--- config.mk ---
export PLATFORM = sky130hd
export DESIGN_NAME = karatsuba_pp_gen_30bit_flat
export DESIGN_NICKNAME = d
export VERILOG_FILES = /design/src/rtl/karatsuba_pp_gen_30bit_pkg.sv /design/src/rtl/karatsuba_pp_gen_30bit_if.sv /design/src/rtl/karatsuba_pp_gen_30bit_clmul.sv /design/src/rtl/karatsuba_pp_gen_30bit.sv /design/src/flat_wrapper.sv
export SDC_FILE = /design/constraint.sdc
export NUM_CORES = 1
export LEC_CHECK = 0
export CAP_MARGIN = 20
export CORE_MARGIN = 5
export CORE_UTILIZATION = 55
export DETAILED_ROUTE_END_ITERATION = 12
export HOLD_SLACK_MARGIN = 0.12
export PLACE_DENSITY = 0.81
export SYNTH_ARGS = -nofsm -noshare
export SYNTH_HDL_FRONTEND = slang
export SYNTH_SLANG_ARGS = --single-unit
export TNS_END_PERCENT = 30
--- constraint.sdc ---
create_clock -name clk -period 6.05 [get_ports clk]
set_clock_uncertainty 0.05 [all_clocks]
set_input_delay 0.9075 -clock clk [delete_from_list [all_inputs] [get_ports clk]]
set_output_delay 0.9075 -clock clk [all_outputs]
set_load 0.05 [all_outputs]
--- src/rtl/karatsuba_pp_gen_30bit_pkg.sv ---
// karatsuba_pkg: widths and FSM/pass enums for the 30-bit GF(2) Karatsuba partial-product generator
package karatsuba_pkg;
  localparam int N = 30;
  localparam int HALF = N / 2;
  localparam int PPW = 2 * HALF - 1;
  typedef enum logic [2:0] {IDLE, MUL_L, MUL_H, MUL_M, DONE} state_t;
  typedef enum logic [1:0] {P_L, P_H, P_M} pass_t;
endpackage

--- src/rtl/karatsuba_pp_gen_30bit_if.sv ---
// karatsuba_pp_gen_30bit_if: operand/result handshake bus; master drives operands, slave returns pp_lo/pp_mid/pp_hi
import karatsuba_pkg::*;
interface karatsuba_pp_gen_30bit_if;
  logic in_valid;
  logic in_ready;
  logic [N-1:0] A_in;
  logic [N-1:0] B_in;
  logic out_valid;
  logic out_ready;
  logic [PPW-1:0] pp_lo;
  logic [PPW-1:0] pp_mid;
  logic [PPW-1:0] pp_hi;
  modport master (output in_valid, A_in, B_in, out_ready, input in_ready, out_valid, pp_lo, pp_mid, pp_hi);
  modport slave (input in_valid, A_in, B_in, out_ready, output in_ready, out_valid, pp_lo, pp_mid, pp_hi);
endinterface

--- src/rtl/karatsuba_pp_gen_30bit_clmul.sv ---
// clmul_serial_15bit: bit-serial 15x15 carry-less multiply (ports: clk, rst, start clears, en steps, a, b; acc = accumulator including this cycle's step, done = last step of pass); KPP_EARLY_TERM_EN ends a pass once the shifted multiplier is exhausted
import karatsuba_pkg::*;
module clmul_serial_15bit (
  input  logic            clk,
  input  logic            rst,
  input  logic            start,
  input  logic            en,
  input  logic [HALF-1:0] a,
  input  logic [HALF-1:0] b,
  output logic [PPW-1:0]  acc,
  output logic            done
);
  logic [PPW-1:0] acc_q;
  logic [3:0] cnt;
  logic bit_c;
`ifdef KPP_EARLY_TERM_EN
  logic [HALF-1:0] bw, cur;
  // first cycle of a pass reads b directly; later cycles read the shifted copy
  assign cur = cnt == 4'd0 ? b : bw;
  assign bit_c = cur[0];
  assign done = en && cur[HALF-1:1] == '0;
  always_ff @(posedge clk)
    if (rst || start || done) bw <= '0;
    else if (en) bw <= cur >> 1;
`else
  assign bit_c = b[cnt];
  assign done = en && cnt == 4'(HALF - 1);
`endif
  assign acc = bit_c ? acc_q ^ ({{(PPW-HALF){1'b0}}, a} << cnt) : acc_q;
  always_ff @(posedge clk) begin
    if (rst || start || done) begin
      acc_q <= '0;
      cnt <= '0;
    end else if (en) begin
      acc_q <= acc;
      cnt <= cnt + 4'd1;
    end
  end
endmodule

--- src/rtl/karatsuba_pp_gen_30bit.sv ---
// karatsuba_pp_gen_30bit: three-pass sequential GF(2) Karatsuba partial products (ports: clk, rst, bus = slave handshake with A_in/B_in in, pp_lo/pp_mid/pp_hi out); optional KPP_EARLY_TERM_EN shortens passes
import karatsuba_pkg::*;
module karatsuba_pp_gen_30bit (
  input logic clk,
  input logic rst,
  karatsuba_pp_gen_30bit_if.slave bus
);
  state_t state, state_n;
  pass_t sel;
  logic [N-1:0] a_q, b_q;
  logic [HALF-1:0] a_op, b_op;
  logic [PPW-1:0] acc, lo_q, mid_q, hi_q;
  logic done, busy, start;
  assign start = state == IDLE && bus.in_valid;
  assign busy = state inside {MUL_L, MUL_H, MUL_M};
  assign bus.in_ready = state == IDLE;
  assign bus.out_valid = state == DONE;
  assign bus.pp_lo = lo_q;
  assign bus.pp_mid = mid_q;
  assign bus.pp_hi = hi_q;
  assign sel = state == MUL_H ? P_H : state == MUL_M ? P_M : P_L;
  assign a_op = sel == P_L ? a_q[HALF-1:0] : sel == P_H ? a_q[N-1:HALF] : a_q[HALF-1:0] ^ a_q[N-1:HALF];
  assign b_op = sel == P_L ? b_q[HALF-1:0] : sel == P_H ? b_q[N-1:HALF] : b_q[HALF-1:0] ^ b_q[N-1:HALF];
  clmul_serial_15bit u_mul (
    .clk(clk),
    .rst(rst),
    .start(start),
    .en(busy),
    .a(a_op),
    .b(b_op),
    .acc(acc),
    .done(done)
  );
  always_comb begin
    state_n = state;
    case (state)
      IDLE: state_n = bus.in_valid ? MUL_L : IDLE;
      MUL_L: state_n = done ? MUL_H : MUL_L;
      MUL_H: state_n = done ? MUL_M : MUL_H;
      MUL_M: state_n = done ? DONE : MUL_M;
      DONE: state_n = bus.out_ready ? IDLE : DONE;
      default: state_n = IDLE;
    endcase
  end
  always_ff @(posedge clk) begin
    if (rst) begin
      state <= IDLE;
      a_q <= '0;
      b_q <= '0;
      lo_q <= '0;
      mid_q <= '0;
      hi_q <= '0;
    end else begin
      state <= state_n;
      if (start) begin
        a_q <= bus.A_in;
        b_q <= bus.B_in;
      end
      if (done && state == MUL_L) lo_q <= acc;
      if (done && state == MUL_H) hi_q <= acc;
      // middle term is corrected by removing both outer products
      if (done && state == MUL_M) mid_q <= acc ^ lo_q ^ hi_q;
    end
  end
endmodule

--- src/flat_wrapper.sv ---
// flat-port wrapper written by rule: the top's interface ports become plain ports
module karatsuba_pp_gen_30bit_flat 
  (clk, rst, bus_in_valid, bus_A_in, bus_B_in, bus_out_ready, bus_in_ready, bus_out_valid, bus_pp_lo, bus_pp_mid, bus_pp_hi);
  karatsuba_pp_gen_30bit_if bus_i ();
  input logic clk;
  input logic rst;
  input wire logic [$bits(bus_i.in_valid)-1:0] bus_in_valid;
  input wire logic [$bits(bus_i.A_in)-1:0] bus_A_in;
  input wire logic [$bits(bus_i.B_in)-1:0] bus_B_in;
  input wire logic [$bits(bus_i.out_ready)-1:0] bus_out_ready;
  output wire logic [$bits(bus_i.in_ready)-1:0] bus_in_ready;
  output wire logic [$bits(bus_i.out_valid)-1:0] bus_out_valid;
  output wire logic [$bits(bus_i.pp_lo)-1:0] bus_pp_lo;
  output wire logic [$bits(bus_i.pp_mid)-1:0] bus_pp_mid;
  output wire logic [$bits(bus_i.pp_hi)-1:0] bus_pp_hi;
  assign bus_i.in_valid = bus_in_valid;
  assign bus_i.A_in = bus_A_in;
  assign bus_i.B_in = bus_B_in;
  assign bus_i.out_ready = bus_out_ready;
  assign bus_in_ready = bus_i.in_ready;
  assign bus_out_valid = bus_i.out_valid;
  assign bus_pp_lo = bus_i.pp_lo;
  assign bus_pp_mid = bus_i.pp_mid;
  assign bus_pp_hi = bus_i.pp_hi;
  karatsuba_pp_gen_30bit u_core (.clk(clk), .rst(rst), .bus(bus_i));
endmodule
==> impl_metrics.tcl, run 1 <==
set metrics [dict create \
    status "finished, final reports clean" \
    core_um2 16500 \
    grt_max_degree 80 \
    place_congestion 0.932 \
    fmax_mhz 256 \
    slew_headroom_pct 31.6 \
    ctsResizeCount 0 \
    syn_area_um2 9200 \
    yosys-top-cells-count "dfxtp_1 (183), nor2_1 (168), nand2_1 (134), a21oi_1 (105), xnor2_1 (91)" \
    synth.avg_cell_area_um2 8.16 \
    crit_buf_inv 2 \
    initial_core_util_pct 55.8 \
    rr_endpoint "u_core.bus.pp_hi[13]" \
    clk_latency_ps 440 \
    fp.dieH_um 139 \
    yosys.area.top_type "dfxtp_1" \
    synthCells 1127 \
    grtUsageTotal_pct 24.1 \
    drtAntennaViolNets 0 \
    synth_top_cell_area_share_pct 39.8 \
    arrival_ps 4190 \
    die_w_um 139 \
    cts_buffers 17 \
    synth-edff-count 0 \
    ys_warn_count 0 \
    post_cts_buffers 0 \
    max-vdd-ir-drop_v 0.000193 \
    path_clk_slew_ps 70 \
    yosysUniqueCellTypes 66 \
    vias 8402 \
    finalHoldViolCount 0 \
    synth_ff_type "dfxtp_1" \
    diodes 0 \
    synth.area.top_cells "dfxtp_1 (40%), xnor2_1 (8.7%), nor2_1 (6.9%), a211oi_1 (5.8%), a21oi_1 (5.7%)" \
    crit_path_end "u_core.bus.pp_hi[13]" \
    io_pins 153 \
    nets 1292 \
    syn_to_final_growth_pct 22.9 \
    portBuffers 152 \
    power.density_nw_per_um2 226 \
    ys_ff_latch 183 \
    grt_pass1_wl_um 38800 \
    leakagePower_nw 3.68 \
    async_reset_ff_share_pct 0 \
    synth_most_common_cell "dfxtp_1" \
    fin_crit_ps 3910 \
    syn_nets 1193 \
    cts_buffer_depth 2 \
    setup-tns-final_ps 0 \
    grt_pass1_vias 7682 \
    crit_path_start "u_core.u_mul.cnt[2]" \
    cp_max_fo 29 \
    drc_errors 0 \
    rr_startpoint "u_core.u_mul.cnt[2]" \
    critPathKind "reg2reg" \
    cp_slowest_cell "dfxtp_1" \
    antenna_found_initial 0 \
    drive_gt1_share_pct 6.86 \
    htree_num_levels 4 \
    tritoncts "built" \
    grt_setup_unrepaired "no" \
    r2r_setup_slack_ps 2140 \
    setup_viol 0 \
    detail_route.wl_per_cell_um 16.7 \
    min_path_type "reg2reg" \
    via_per_inst 5.76 \
    maxSlewViolCount 0 \
    crit_family "compound AO/OA/AOI/OAI gates" \
    grt_overflow 0 \
    critical_path_required_ps 6330 \
    wl_um 24300 \
    fin_crit_sh_pct 64.6 \
    dr.pass1.iters 12 \
    post-dp-hpwl_um 17100 \
    cpPeakStageDelay_ps 1000 \
    num_rows 47 \
    timing.max_cap.violations 0 \
    start_kind "register" \
    critPathCaptureType "register" \
    drt-initial-drc-count 591 \
    cts-root-buf "clkbuf_16" \
    ff2ff_path_depth 9 \
    cp.depth 9 \
    whs_ps 426 \
    cp_cell_sequence "inv_1 -> a2111oi_0 -> a31oi_1 -> a211oi_4 -> nor3_2 -> buf_4 -> nor2_1 -> xnor2_1 -> a211oi_1" \
    cts_hold_buf 0 \
    tightest_slew_ps 1020 \
    cts_sinks 183 \
    die-area_um2 19400 \
    yosysSeqAreaShare_pct 39.8 \
]
[power by group]
group          switching [W]  internal, W  total (W)
combinational       0.000143     0.000101   0.000244
sequential         0.0000268      0.00123    0.00126
clock               0.000477     0.000574    0.00105
total               0.000647      0.00191    0.00255
[worst min-delay path by stage]
stage              startpoint             end  slack (ps)  cells after the start
3_3_place_gp   u_core.b_q[21]  u_core.b_q[21]         410                      2
5_1_grt         u_core.a_q[9]   u_core.a_q[9]         450                      2
6_report        u_core.a_q[8]   u_core.a_q[8]         430                      2
4_1_cts         u_core.b_q[4]   u_core.b_q[4]         420                      2
3_5_place_dp   u_core.b_q[13]  u_core.b_q[13]         410                      2
2_1_floorplan  u_core.b_q[29]  u_core.b_q[29]         400                      2
[per-stage QoR]
stage | setup slack (ps) | util, % | instance area [µm²] | total power (W) | std cells
final | 2140 | 68.6 | 11300 | 0.00255 | 1459
after global routing | 1840 | 68.6 | 11300 | 0.00264 | 1459
after floorplan | 2960 | - | 9200 | 0.00144 | 1127
after CTS | 2250 | 68.6 | 11300 | 0.00256 | 1459
after global placement | 2400 | 65.1 | 10700 | 0.00152 | 1426
after detailed placement | 2270 | 65.3 | 10700 | 0.00153 | 1427
[worst min-delay path, delay by kind of cell, from the launching register on]
| family | cells | cell delay (ps) |
|---|---|---|
| simple gates | 1 | 60 |
| compound gates | 1 | 50 |
| flops | 1 | 320 |
[cells in the final DEF, fill, tap and decap left out, types with 13 or more instances in the layout]
| master | count |
|---|---|
| o22ai_1 | 13 |
| dfxtp_1 | 183 |
| o21ai_0 | 29 |
| nand2_1 | 134 |
| xor2_1 | 20 |
| nor4_1 | 14 |
| a211oi_1 | 71 |
| nor2_1 | 166 |
| clkdlybuf4s50_1 | 151 |
| a21oi_1 | 105 |
| clkbuf_16 | 17 |
| nor3_1 | 53 |
| xnor2_1 | 91 |
| nand3_1 | 26 |
[sequential cells by signal, indices dropped and copies added, names as in the netlist]
| signal | flops |
|---|---|
| u_core.a_q | 30 |
| u_core.b_q | 30 |
| u_core.bus.pp_hi | 29 |
| u_core.bus.pp_lo | 29 |
| u_core.bus.pp_mid | 29 |
| u_core.u_mul.acc_q | 29 |
| u_core.u_mul.cnt | 4 |
| u_core.state | 3 |
[layer usage]
metal / up-vias / track usage [%] / wire (µm)
li1: 4140 / - / -
met1: 3947 / 29.9 / 10400
met2: 267 / 41.7 / 12000
met3: 48 / 4.49 / 1240
met4: 0 / 9.32 / 683
met5: - / 0 / 0
[kinds of logic after synthesis]
| family | share of synthesized area [%] |
|---|---|
| adders and majority gates | 0.272 |
| AOI/OAI and AO/OA | 18.7 |
| buffers and inverters | 4.27 |
| muxes | 3.59 |
| xor gates and xnor gates | 11.8 |
| DFF | 39.8 |
| and+or+nand+nor | 21.5 |
[final cells by class]
type | instances | area [µm²]
fill | 1358 | 5160
multi-input combinational | 854 | 5160
sequential | 183 | 3660
timing repair buffer | 164 | 1620
clock buffer | 24 | 492
tap | 220 | 275
clock inverter | 8 | 63.8
inverter | 6 | 22.5
Power figures use the tool's default switching activity.
==> run 2, diff against run 1 <==
--- a/config.mk
+++ b/config.mk
@@ -7,10 +7,10 @@
 export LEC_CHECK = 0
 export CAP_MARGIN = 20
 export CORE_MARGIN = 5
-export CORE_UTILIZATION = 55
+export CORE_UTILIZATION = 54
 export DETAILED_ROUTE_END_ITERATION = 12
 export HOLD_SLACK_MARGIN = 0.12
-export PLACE_DENSITY = 0.81
+export PLACE_DENSITY = 0.8
 export SYNTH_ARGS = -nofsm -noshare
 export SYNTH_HDL_FRONTEND = slang
 export SYNTH_SLANG_ARGS = --single-unit
==> constraint.sdc (replaced) <==
create_clock -name clk -period 3.95 [get_ports clk]
set_clock_uncertainty 0.05 [all_clocks]
set_input_delay 0.5925 -clock clk [delete_from_list [all_inputs] [get_ports clk]]
set_output_delay 0.5925 -clock clk [all_outputs]
set_load 0.05 [all_outputs]
==> impl_metrics.tcl, run 2 (synthesized netlist as in run 1, its figures left out) <==
set metrics [dict create \
    fp.dieH_um 140 \
    setup-tns-final_ps 0 \
    power.density_nw_per_um2 340 \
    cts_sinks 183 \
    layout_common_cells "dfxtp_1 (183), nor2_1 (166), clkdlybuf4s50_1 (151)" \
    slew_headroom_pct 28.1 \
    cts-root-buf "clkbuf_16" \
    ctsResizeCount 0 \
    dr.pass1.iters 7 \
    dp_cells 1437 \
    finalHoldViolCount 0 \
    cts_hold_buf 0 \
    post-dp-hpwl_um 17200 \
    vias 8327 \
    htree_num_levels 4 \
    die-area_um2 19700 \
    fin_crit_sh_pct 88.5 \
    grt_pass1_wl_um 38300 \
    fmax_mhz 286 \
    tritoncts "built" \
    setup_viol 0 \
    arrival_ps 3780 \
    critical_path_required_ps 4240 \
    detail_route.wl_per_cell_um 16.2 \
    portBuffers 152 \
    drt-initial-drc-count 645 \
    critPathCaptureType "register" \
    fin_area_um2 11400 \
    drc_errors 0 \
    io_pins 153 \
    cts_buffers 17 \
    max-vdd-ir-drop_v 0.000305 \
    grtUsageTotal_pct 23.5 \
    num_rows 47 \
    grt_pass1_vias 7652 \
    fin_crit_ps 3500 \
    grt_max_degree 83 \
    largestRegisters "u_core.a_q x30, u_core.b_q x30" \
    leakagePower_nw 3.73 \
    wl_um 23800 \
    critPathKind "reg2reg" \
    grt_setup_unrepaired "no" \
    placed_cell_area_um2 10800 \
    grt_overflow 0 \
    diodes 0 \
    maxSlewViolCount 0 \
    via_per_inst 5.67 \
    path_clk_slew_ps 60 \
    cp_max_fo 18 \
    die_w_um 140 \
    drive_gt1_share_pct 7.53 \
    tightest_slew_ps 1080 \
    nets 1302 \
    post_cts_buffers 0 \
    clk_latency_ps 430 \
    cts_buffer_depth 2 \
    min_path_type "reg2reg" \
    fin_cells 1469 \
    core_um2 16600 \
    syn_to_final_growth_pct 23.8 \
    start_kind "register" \
    final_common_cell "dfxtp_1" \
    place_congestion 0.918 \
    antenna_found_initial 0 \
    status "finished, final reports clean" \
    drtAntennaViolNets 0 \
    initial_core_util_pct 55.3 \
    hold_depth 2 \
    ff2ff_path_depth 10 \
    timing.max_cap.violations 0 \
]
## run 2: cell count changes in the layout (fill, tap and decap cells not counted), sizes merged
cell / delta
clkinv: +4
buf: +10
inv: -1
clkinvlp: -2
clkbuf: -1
## run 2: final timing paths
kind	from	end	slack [ps]
setup reg to reg	u_core.state[1]	u_core.bus.pp_mid[4]	450
hold / removal	u_core.a_q[10]	u_core.a_q[10]	420
hold reg to reg	u_core.a_q[10]	u_core.a_q[10]	420
setup / recovery	u_core.state[1]	u_core.bus.pp_mid[4]	450
## run 2: worst max-delay path, cell delays in order, from the launching register on
cell and delay [ps]:
dfxtp_1 510, nor2b_2 630, buf_12 230, a21oi_1 100
or2_1 230, mux4_2 530, o21ai_0 270, o21ai_0 160
xor2_1 320, xnor2_1 140, a211oi_1 250
## run 2: area by class of cell
class	instances	area, µm²
clock buffers	23	468
inverters	6	22.5
fillers	1403	5260
repair buffers	174	1720
clock inverters	9	67.6
flip-flops and latches	183	3660
well taps	220	275
multi-input cells	854	5160
## run 2: metrics by stage
step	hold slack, ps	setup slack, ps	utilization (%)	total power, W
after floorplan	396	858	-	0.00220
after global placement	409	651	65.0	0.00234
after detailed placement	412	541	65.2	0.00234
after CTS	421	495	68.4	0.00389
after global routing	435	190	68.4	0.00401
final	422	455	68.4	0.00387
## run 2: layer usage
metal  vias to the layer above  share of wire [%]  global-route usage (%)  wire length (µm)
li1                       4167                  -                       -                 -
met1                      3854                 45                    30.4             10600
met2                       261                 47                    39.9             11300
met3                        45                5.4                    4.23              1290
met4                         0                2.6                    7.55               617
met5                         -                  0                       0                 0
## run 2: report_power, final
part	total [W]	internal [W]	switching, W
logic	0.000377	0.000161	0.000216
clock network	0.00157	0.000843	0.000726
registers	0.00193	0.00189	0.0000438
total	0.00387	0.00289	0.000986
